### config.mk
export PLATFORM = sky130hd
export DESIGN_NAME = fpu_seq_ctrl
export DESIGN_NICKNAME = d
export VERILOG_FILES = /design/src/rtl/fpu_seq_ctrl_pkg.sv /design/src/rtl/fpu_seq_ctrl_lat_cnt.sv /design/src/rtl/fpu_seq_ctrl.sv
export SDC_FILE = /design/constraint.sdc
export NUM_CORES = 1
export LEC_CHECK = 0
export ABC_AREA = 1
export CAP_MARGIN = 20
export CORE_UTILIZATION = 36
export DETAILED_ROUTE_END_ITERATION = 10
export HOLD_SLACK_MARGIN = 0.12
export PLACE_DENSITY = 0.66
export SYNTH_ARGS = -nofsm -noshare
export SYNTH_HDL_FRONTEND = slang
export SYNTH_SLANG_ARGS = --single-unit
### constraint.sdc
create_clock -name clk -period 1.8 [get_ports clk]
set_input_delay 0.45 -clock clk [delete_from_list [all_inputs] [get_ports clk]]
set_output_delay 0.45 -clock clk [all_outputs]
set_load 0.05 [all_outputs]
### src/rtl/fpu_seq_ctrl_pkg.sv
// Opcode, state and latency helpers shared by the FP sequencer.
// Latency: n/a (types and pure functions only).
// Backpressure: n/a.
package fpu_pkg;

   typedef enum logic [3:0] {
      FADD = 4'd0,
      FSUB = 4'd1,
      FMUL = 4'd2,
      FDIV = 4'd3,
      FABS = 4'd4,
      FNEG = 4'd5
   } fpu_op_t;

   typedef enum logic [1:0] {
      IDLE = 2'd0,
      BUSY = 2'd1,
      WB   = 2'd2
   } state_t;

   // Only the six defined opcodes may start the FP unit.
   function automatic logic op_legal(input logic [3:0] op);
      return (op <= 4'd5);
   endfunction

   // Cycles spent in BUSY for a given opcode. Returned as a plain integer;
   // the caller narrows it to its own counter width.
   function automatic int lat_of(input logic [3:0] op, input int add_lat,
                                 input int mul_lat, input int div_lat);
      case (op)
         FADD, FSUB: lat_of = add_lat;
         FMUL:       lat_of = mul_lat;
         FDIV:       lat_of = div_lat;
         default:    lat_of = 1;
      endcase
   endfunction

endpackage

### src/rtl/fpu_seq_ctrl_lat_cnt.sv
// Loadable down-counter timing the FP unit's per-op latency.
// Latency: load/clear take effect at the next edge; is_one is combinational from the count.
// Backpressure: none; clear beats load beats decrement, decrement saturates at zero.
module fpu_lat_cnt #(
   parameter int CNT_W = 4
) (
   input  logic             clk,
   input  logic             reset_n,
   input  logic             clr,
   input  logic             load,
   input  logic [CNT_W-1:0] load_val,
   input  logic             dec,
   output logic [CNT_W-1:0] value,
   output logic             is_one
);

   // Count register: flush clears, an accepted issue loads, BUSY decrements.
   always_ff @(posedge clk or negedge reset_n) begin
      if (!reset_n) begin
         value <= '0;
      end else if (clr) begin
         value <= '0;
      end else if (load) begin
         value <= load_val;
      end else if (dec && (value != '0)) begin
         value <= value - CNT_W'(1);
      end
   end

   assign is_one = (value == CNT_W'(1));

endmodule

### src/rtl/fpu_seq_ctrl.sv
// Sequences one FP op at a time into the fixed-latency FP unit and strobes writeback.
// Latency: issue-to-writeback is L+1 cycles (L = per-op latency); fpu_start the cycle after accept.
// Backpressure: stall holds decode while BUSY with a new issue pending, or on a RAW hit against pend_fd.
module fpu_seq_ctrl #(
   parameter int ADD_LAT = 2,
   parameter int MUL_LAT = 3,
   parameter int DIV_LAT = 8,
   parameter int CNT_W   = 4
) (
   input  logic       clk,
   input  logic       reset_n,
   input  logic       issue_valid,
   input  logic [3:0] issue_op,
   input  logic [4:0] issue_fd,
   input  logic       dec_fp_use,
   input  logic [4:0] dec_fs,
   input  logic [4:0] dec_ft,
   input  logic       flush,
   output logic       fpu_start,
   output logic [3:0] fpu_op,
   output logic       wb_valid,
   output logic [4:0] wb_fd,
   output logic       busy,
   output logic       stall,
   output logic       op_err
);
   import fpu_pkg::*;

   localparam logic [1:0] S_IDLE = IDLE;
   localparam logic [1:0] S_BUSY = BUSY;
   localparam logic [1:0] S_WB   = WB;

   logic [1:0]       state;
   logic [1:0]       state_nxt;
   logic [4:0]       pend_fd;
   logic [CNT_W-1:0] cnt_val;
   logic [CNT_W-1:0] cnt_load_val;
   logic             cnt_one;
   logic             in_busy;
   logic             in_wb;
   logic             legal;
   logic             structural;
   logic             raw;
   logic             accept;
   logic             bad_issue;

   assign in_busy = (state == S_BUSY);
   assign in_wb   = (state == S_WB);
   assign legal   = op_legal(issue_op);

   // A new issue cannot enter while the FP unit is occupied.
   assign structural = issue_valid & in_busy;
   // The register file write is not bypassed, so readers of pend_fd wait through WB too.
   assign raw = dec_fp_use & (state != S_IDLE) &
                ((dec_fs == pend_fd) | (dec_ft == pend_fd));
   assign stall = ~flush & (structural | raw);

   assign accept    = issue_valid & ~stall & ~flush & legal & ~in_busy;
   assign bad_issue = issue_valid & ~stall & ~flush & ~legal;

   assign cnt_load_val = CNT_W'(lat_of(issue_op, ADD_LAT, MUL_LAT, DIV_LAT));

   fpu_lat_cnt #(
      .CNT_W(CNT_W)
   ) u_lat_cnt (
      .clk      (clk),
      .reset_n  (reset_n),
      .clr      (flush),
      .load     (accept),
      .load_val (cnt_load_val),
      .dec      (in_busy),
      .value    (cnt_val),
      .is_one   (cnt_one)
   );

   // Next-state: flush always wins; WB can chain straight into the next op.
   always_comb begin
      state_nxt = state;
      if (flush) begin
         state_nxt = S_IDLE;
      end else begin
         case (state)
            S_IDLE: if (accept) state_nxt = S_BUSY;
            // A zero count only arises from a zero-latency parameter; leave rather than hang.
            S_BUSY: if (cnt_one || (cnt_val == '0)) state_nxt = S_WB;
            S_WB:   state_nxt = accept ? S_BUSY : S_IDLE;
            default: state_nxt = S_IDLE;
         endcase
      end
   end

   // State, scoreboard destination, held opcode and the two registered pulses.
   always_ff @(posedge clk or negedge reset_n) begin
      if (!reset_n) begin
         state     <= S_IDLE;
         pend_fd   <= '0;
         fpu_op    <= '0;
         fpu_start <= 1'b0;
         op_err    <= 1'b0;
      end else begin
         state     <= state_nxt;
         fpu_start <= accept;
         op_err    <= bad_issue;
         if (accept) begin
            pend_fd <= issue_fd;
            fpu_op  <= issue_op;
         end
      end
   end

   assign busy     = in_busy;
   assign wb_valid = in_wb;
   assign wb_fd    = in_wb ? pend_fd : 5'd0;

endmodule

* After elaboration in Yosys (flattened, before gate mapping)
Cells that the tools add are included.
Operators by class: shift operators 0, divide/modulo/power cells 0, reduce and logical (&&, ||, !) cells 10, $mul 0, bitwise operators 15, equality and inequality tests 10, add/subtract/negate cells 1, magnitude comparators 1, multiplexer cells 10
Operator list (number):
- $mux W4 | 3
- $pmux W4 S3 | 1
- $eq A5 B5 Y1 | 2
- $and A1 B1 Y1 | 9
- $eq A4 B1 Y1 const B | 2
- $eq A4 B2 Y1 const B | 2
- $logic_not A4 Y1 | 2
- $mux W2 | 3
- $pmux W2 S3 | 1
- $mux W5 | 1
- $le A4 B3 Y1 const B | 1
- $not A1 Y1 | 4
- $reduce_bool A4 Y1 | 1
- $sub A4 B1 Y4 const B | 1
- $ne A3 B2 Y1 const B | 1
- $ne A3 B3 Y1 const B | 1
- $reduce_bool A3 Y1 | 1
- $eq A2 B1 Y1 const B | 1
- $eq A2 B2 Y1 const B | 1
- $logic_not A2 Y1 | 1
- $or A1 B1 Y1 | 2
- $reduce_and A2 Y1 | 1
- $reduce_bool A2 Y1 | 1
- $reduce_or A2 Y1 | 1
- 3 further kinds | 3
Word-level totals: input bits 24, bits in registers 17, bits in read-only memories 0, bits in writable memories 0, logic and storage cells 53, latch bits 0, output and inout port bits 14, memories kept 0

* Logic depth before layout (Yosys ltp)
word-level depth 13, gate-level depth with buffers 13

* Cells and area by module
Synthesis repeated with hierarchy kept, for this count alone.
Unflattened totals: cells, all modules 165, area total of the unflattened synthesis 1152.4 um2
By module, submodules not included:
- fpu_seq_ctrl | times used 1, cells an instance 121, area an instance 834.6 um2
- fpu_lat_cnt | times used 1, cells an instance 44, area an instance 317.8 um2

* Worst setup path before layout
Ideal clock, no wire load.
kind reg2out, from register state[1], to output port stall, path buffers 0, arrival 1616 ps, setup slack -266 ps, required time 1350 ps, stages on the path, launching flop included 6, path through dfrtp_1 nor2_2 inv_1 nor3_1 a21oi_1 inv_1
On the way: elaborated cells on any way between the ends 7, those cells by class 1 x eq/ne; 5 x bitwise; 1 x reduce/logical
RTL lines:
- from (decl) | line fpu_seq_ctrl.sv:33 | logic [1:0] state;
- from (signal assigned) | line fpu_seq_ctrl.sv:101 | state <= state_nxt;
- $eq A2 B1 Y1 | line fpu_seq_ctrl.sv:47 | assign in_busy = (state == S_BUSY);
- via busy | line fpu_seq_ctrl.sv:23 | output logic busy,
- $and A1 B1 Y1 | line fpu_seq_ctrl.sv:52 | assign structural = issue_valid & in_busy;
- $or A1 B1 Y1 | line fpu_seq_ctrl.sv:56 | assign stall = ~flush & (structural | raw);
- $and A1 B1 Y1 | line fpu_seq_ctrl.sv:56
- to (decl) | line fpu_seq_ctrl.sv:24 | output logic stall,
The timed path passes the listed nets, and every way through them passes these cells.

* Worst setup path in the final report
from register pend_fd[0], to output port stall
On the way: longest elaborated chain between the ends 5, elaborated cells on any way between the ends 6, those cells by class 2 x eq/ne; 4 x bitwise
RTL lines:
- from (decl) | line fpu_seq_ctrl.sv:35 | logic [4:0] pend_fd;
- from (signal assigned) | line fpu_seq_ctrl.sv:105 | pend_fd <= issue_fd;
- $eq A5 B5 Y1 | line fpu_seq_ctrl.sv:55 | ((dec_fs == pend_fd) | (dec_ft == pend_fd));
- $or A1 B1 Y1 * | line fpu_seq_ctrl.sv:55
- $and A1 B1 Y1 * | line fpu_seq_ctrl.sv:54 | assign raw = dec_fp_use & (state != S_IDLE) &
- $or A1 B1 Y1 * | line fpu_seq_ctrl.sv:56
- $and A1 B1 Y1 * | line fpu_seq_ctrl.sv:56
Every way passes the cells marked *; elsewhere a longest branch is shown, timed or not.

==> results.md <==
* Status: finished, violations left
* Violated checks: DRC, setup timing
* Max Transition Viols Final at 0
* Antenna Nets Post-Route at 0
* Max Fclk at 517.5 MHz
* Final Total Pwr at around 1100 uW
* Multi-input logic area at between 500 and 600 um2
* CTS Hold Bufs at 0
* Critical path endpoint category: output port
* Most frequent cells in the layout: nand2_1 (54), buf_4 (25), inv_1 (20)
* Fill cells at 263
* WP data arrival at between 1 and 1.5 ns
* Warnings, synthesis at 0
* Critical path's slowest cell: dfrtp_1
* Drt total wl at 2.938 mm
* Gpl congestion at between 0.8 and 0.9
* Vias in the first global route at about 1,200
* DRT Pass-1 Iters at 7
* Layout Nets at between 200 and 250
* Via density per instance at approximately 4.8
* Largest stage delay, worst path at 0.43 ns
* Largest net degree at the start of global routing at 18
* Post-route DRC at 10
* Placeable Area at 2805 um2
* Synth cell types at 26
* Row count at 19
* Syn Nets at around 180
* CP most frequent cell: nor2_1
* Flops & latches, synth at 17
* Vias at approximately 1,200
* Worst skew pair latency at 0.29 ns
* Die Footprint at about 3200 um2
* Port bufs at 37
* Inserted Diodes at 0
* Chip Width at 56.99 um
* CP Cell Sequence: nand2_1 -> inv_1 -> nor2_1 -> nor2_1 -> nand3_1 -> nand2_2 -> a21oi_2 -> inv_2 -> buf_8
* Reg clk slew, reported paths at ~0.10 ns
* Clock Path Buffers at 2
* Top Ports at 38
* Leakage at between 0.0009 and 0.001 uW
* Placed Cells at about 240
* Max_cap viols at 0
* PwrDens at about 640 nW/um2
* Commonest non-fill, non-tap cell in the layout: nand2_1
* Slack of the critical path at -0.1326 ns
* CTS tree: yes
* Total gr overflow at 0
* Register area at about 430 um2
* Post-route clock period utilization at 107.4%
* Area Overhead vs Synth at 59.31%
* Post-Place Cell Area at ~1600 um2
* Initial antenna violation count at 0
* Final number of hold-violating endpoints at 0
* Syn Area/Cell at roughly 7.1 um2
* Iter 0 DRT Violations at 59
* Syn Inst Count at ~150
* Worst Hold Class: primary input to async pin
* Layout Cells excl Fill at ~240
* H-tree levels at 1
* Total global-route track usage at a little under a fifth
* Yosys top cell by area: dfrtp_1
* Unrepaired setup endpoints after global routing: true
* Layout cells sized above 1 at 27.83%
* Min Tclk post-route at 1.933 ns
* Setup crit start kind: flop
* Clock root buffer: clkbuf_4
* CP Class: flop to output port
* Final instance area at approximately 1700 um2
* Slew @ Worst Pin at between 0.4 and 0.5 ns
* TritonCTS buffer count at 3
* Rel. slew slack at 70.60%
* Worst Skew at 0.0004338 ns
* Seq/Total Area, Yosys at 39.08%
* Clock sinks at 17
* Area share of the largest cell type after synthesis at between 30% and 40%
* Setup violators final at 1
* Synth Cell Area at between 1000 and 1500 um2
* Wire per inst at 12.09 um
* Die Ht at ~57 um
* First-pass GRT wire length at around 4.7 mm
* Synth top area cells: dfrtp_1 (39%), nand2_1 (19%), inv_1 (7.6%)
* Peak fanout along the critical path at 4
* Post-DP HPWL at approximately 2.2 mm
* Initial Util at 38.80%
* VDD IR max at between 0.4 and 0.5 mV
* CP required at roughly 1.4 ns
## logic make-up after synthesis
| kind of cell | share of synthesized area [%] |
|---|---|
| AOI/OAI and AO/OA | 7.356 |
| xor gates and xnor gates | 3.219 |
| adders and majority gates | 3.449 |
| buffers and inverters | 12.41 |
| DFF | 39.08 |
| and+or+nand+nor | 34.48 |
## cells in the mapped netlist
library cell / instances
a21oi_1: 3
a21oi_2: 1
and3_1: 1
buf_4: 1
buf_6: 2
dfrtp_1: 17
ha_1: 3
inv_1: 22
inv_2: 6
nand2_1: 55
nand2_2: 2
nand3_1: 5
nand4_1: 2
nand4_4: 1
nor2_1: 14
nor2_2: 1
nor3_1: 2
nor3_2: 1
nor4_1: 2
o211a_1: 1
o21ai_0: 1
o21ai_1: 5
o21ai_2: 1
o31ai_1: 1
xnor2_1: 2
xor2_1: 2
## through the flow
| step | setup TNS [ns] | utilization [%] | hold slack [ns] | setup WS [ns] |
|---|---|---|---|---|
| finish | -0.1326 | 61.82 | 0.4635 | -0.1326 |
| global route | -0.2567 | 61.82 | 0.5007 | -0.2382 |
| CTS | -0.1710 | 60.39 | 0.4616 | -0.1676 |
| detailed placement | -3.111 | 58.65 | 0.4583 | -0.3724 |
| global placement | -2.847 | 58.65 | 0.4542 | -0.3650 |
| floorplan | 0 | - | 0.1544 | 0.04988 |
## sequential cells by signal (all words and copies together), names as in the netlist
register         cells
pend_fd              5
u_lat_cnt.value      4
state                2
fpu_start            1
fpu_op               4
op_err               1
## per-layer routing
| layer | up-vias | global-route usage [%] | routed length, um |
|---|---|---|---|
| li1 | 589 | - | - |
| met1 | 547 | 20.17 | 1195 |
| met2 | 35 | 34.12 | 1563 |
| met3 | 4 | 2.494 | 150 |
| met4 | 0 | 10.45 | 29 |
| met5 | - | 0 | 0 |
## what timing repair did
| action | in CTS | in global routing |
|---|---|---|
| pin swaps | 6 | 5 |
| buffers inserted | 2 | 1 |
| cloned | 0 | 1 |
| endpoints found under the setup margin | 6 | 13 |
| endpoints found under the hold margin | 0 | 0 |
| gates resized for setup | 17 | 8 |
## final cells by class
class	count	area share, %
Clock buffer	4	1.515
Multi-Input combinational cell	107	33.26
Timing Repair Buffer	56	32.25
Tap cell	31	2.237
Inverter	28	6.205
Sequential cell	17	24.53
## worst max-delay path, delay by kind of cell, from the launching register on
kind | cells | cell delay, ns
flops | 1 | 0.43
buf+inv | 3 | 0.25
compound gates | 1 | 0.16
simple gates | 5 | 0.35
## path summary, 6_finish.rpt
kind	start	endpoint	slack (ns)	cells past startpoint
max	pend_fd[0]$_DFFE_PN0P_	stall	-0.13	9
min reg2reg	fpu_op[3]$_DFFE_PN0P_	fpu_op[3]$_DFFE_PN0P_	0.49	2
max in group asynchronous	reset_n	pend_fd[0]$_DFFE_PN0P_	1.15	2
min	reset_n	u_lat_cnt.value[1]$_DFFE_PN0P_	0.46	2
max reg2reg	pend_fd[0]$_DFFE_PN0P_	state[0]$_DFFE_PN0P_	0.17	11
min in group clk	fpu_op[3]$_DFFE_PN0P_	fpu_op[3]$_DFFE_PN0P_	0.49	2
## power breakdown
part | internal [uW] | switching [uW] | total (uW)
Clock | 86.3 | 122 | 208
Sequential | 430 | 42.2 | 472
Combinational | 183 | 240 | 423
Total | 699 | 404 | 1100
Note: power is estimated with default switching activity, not from simulation.
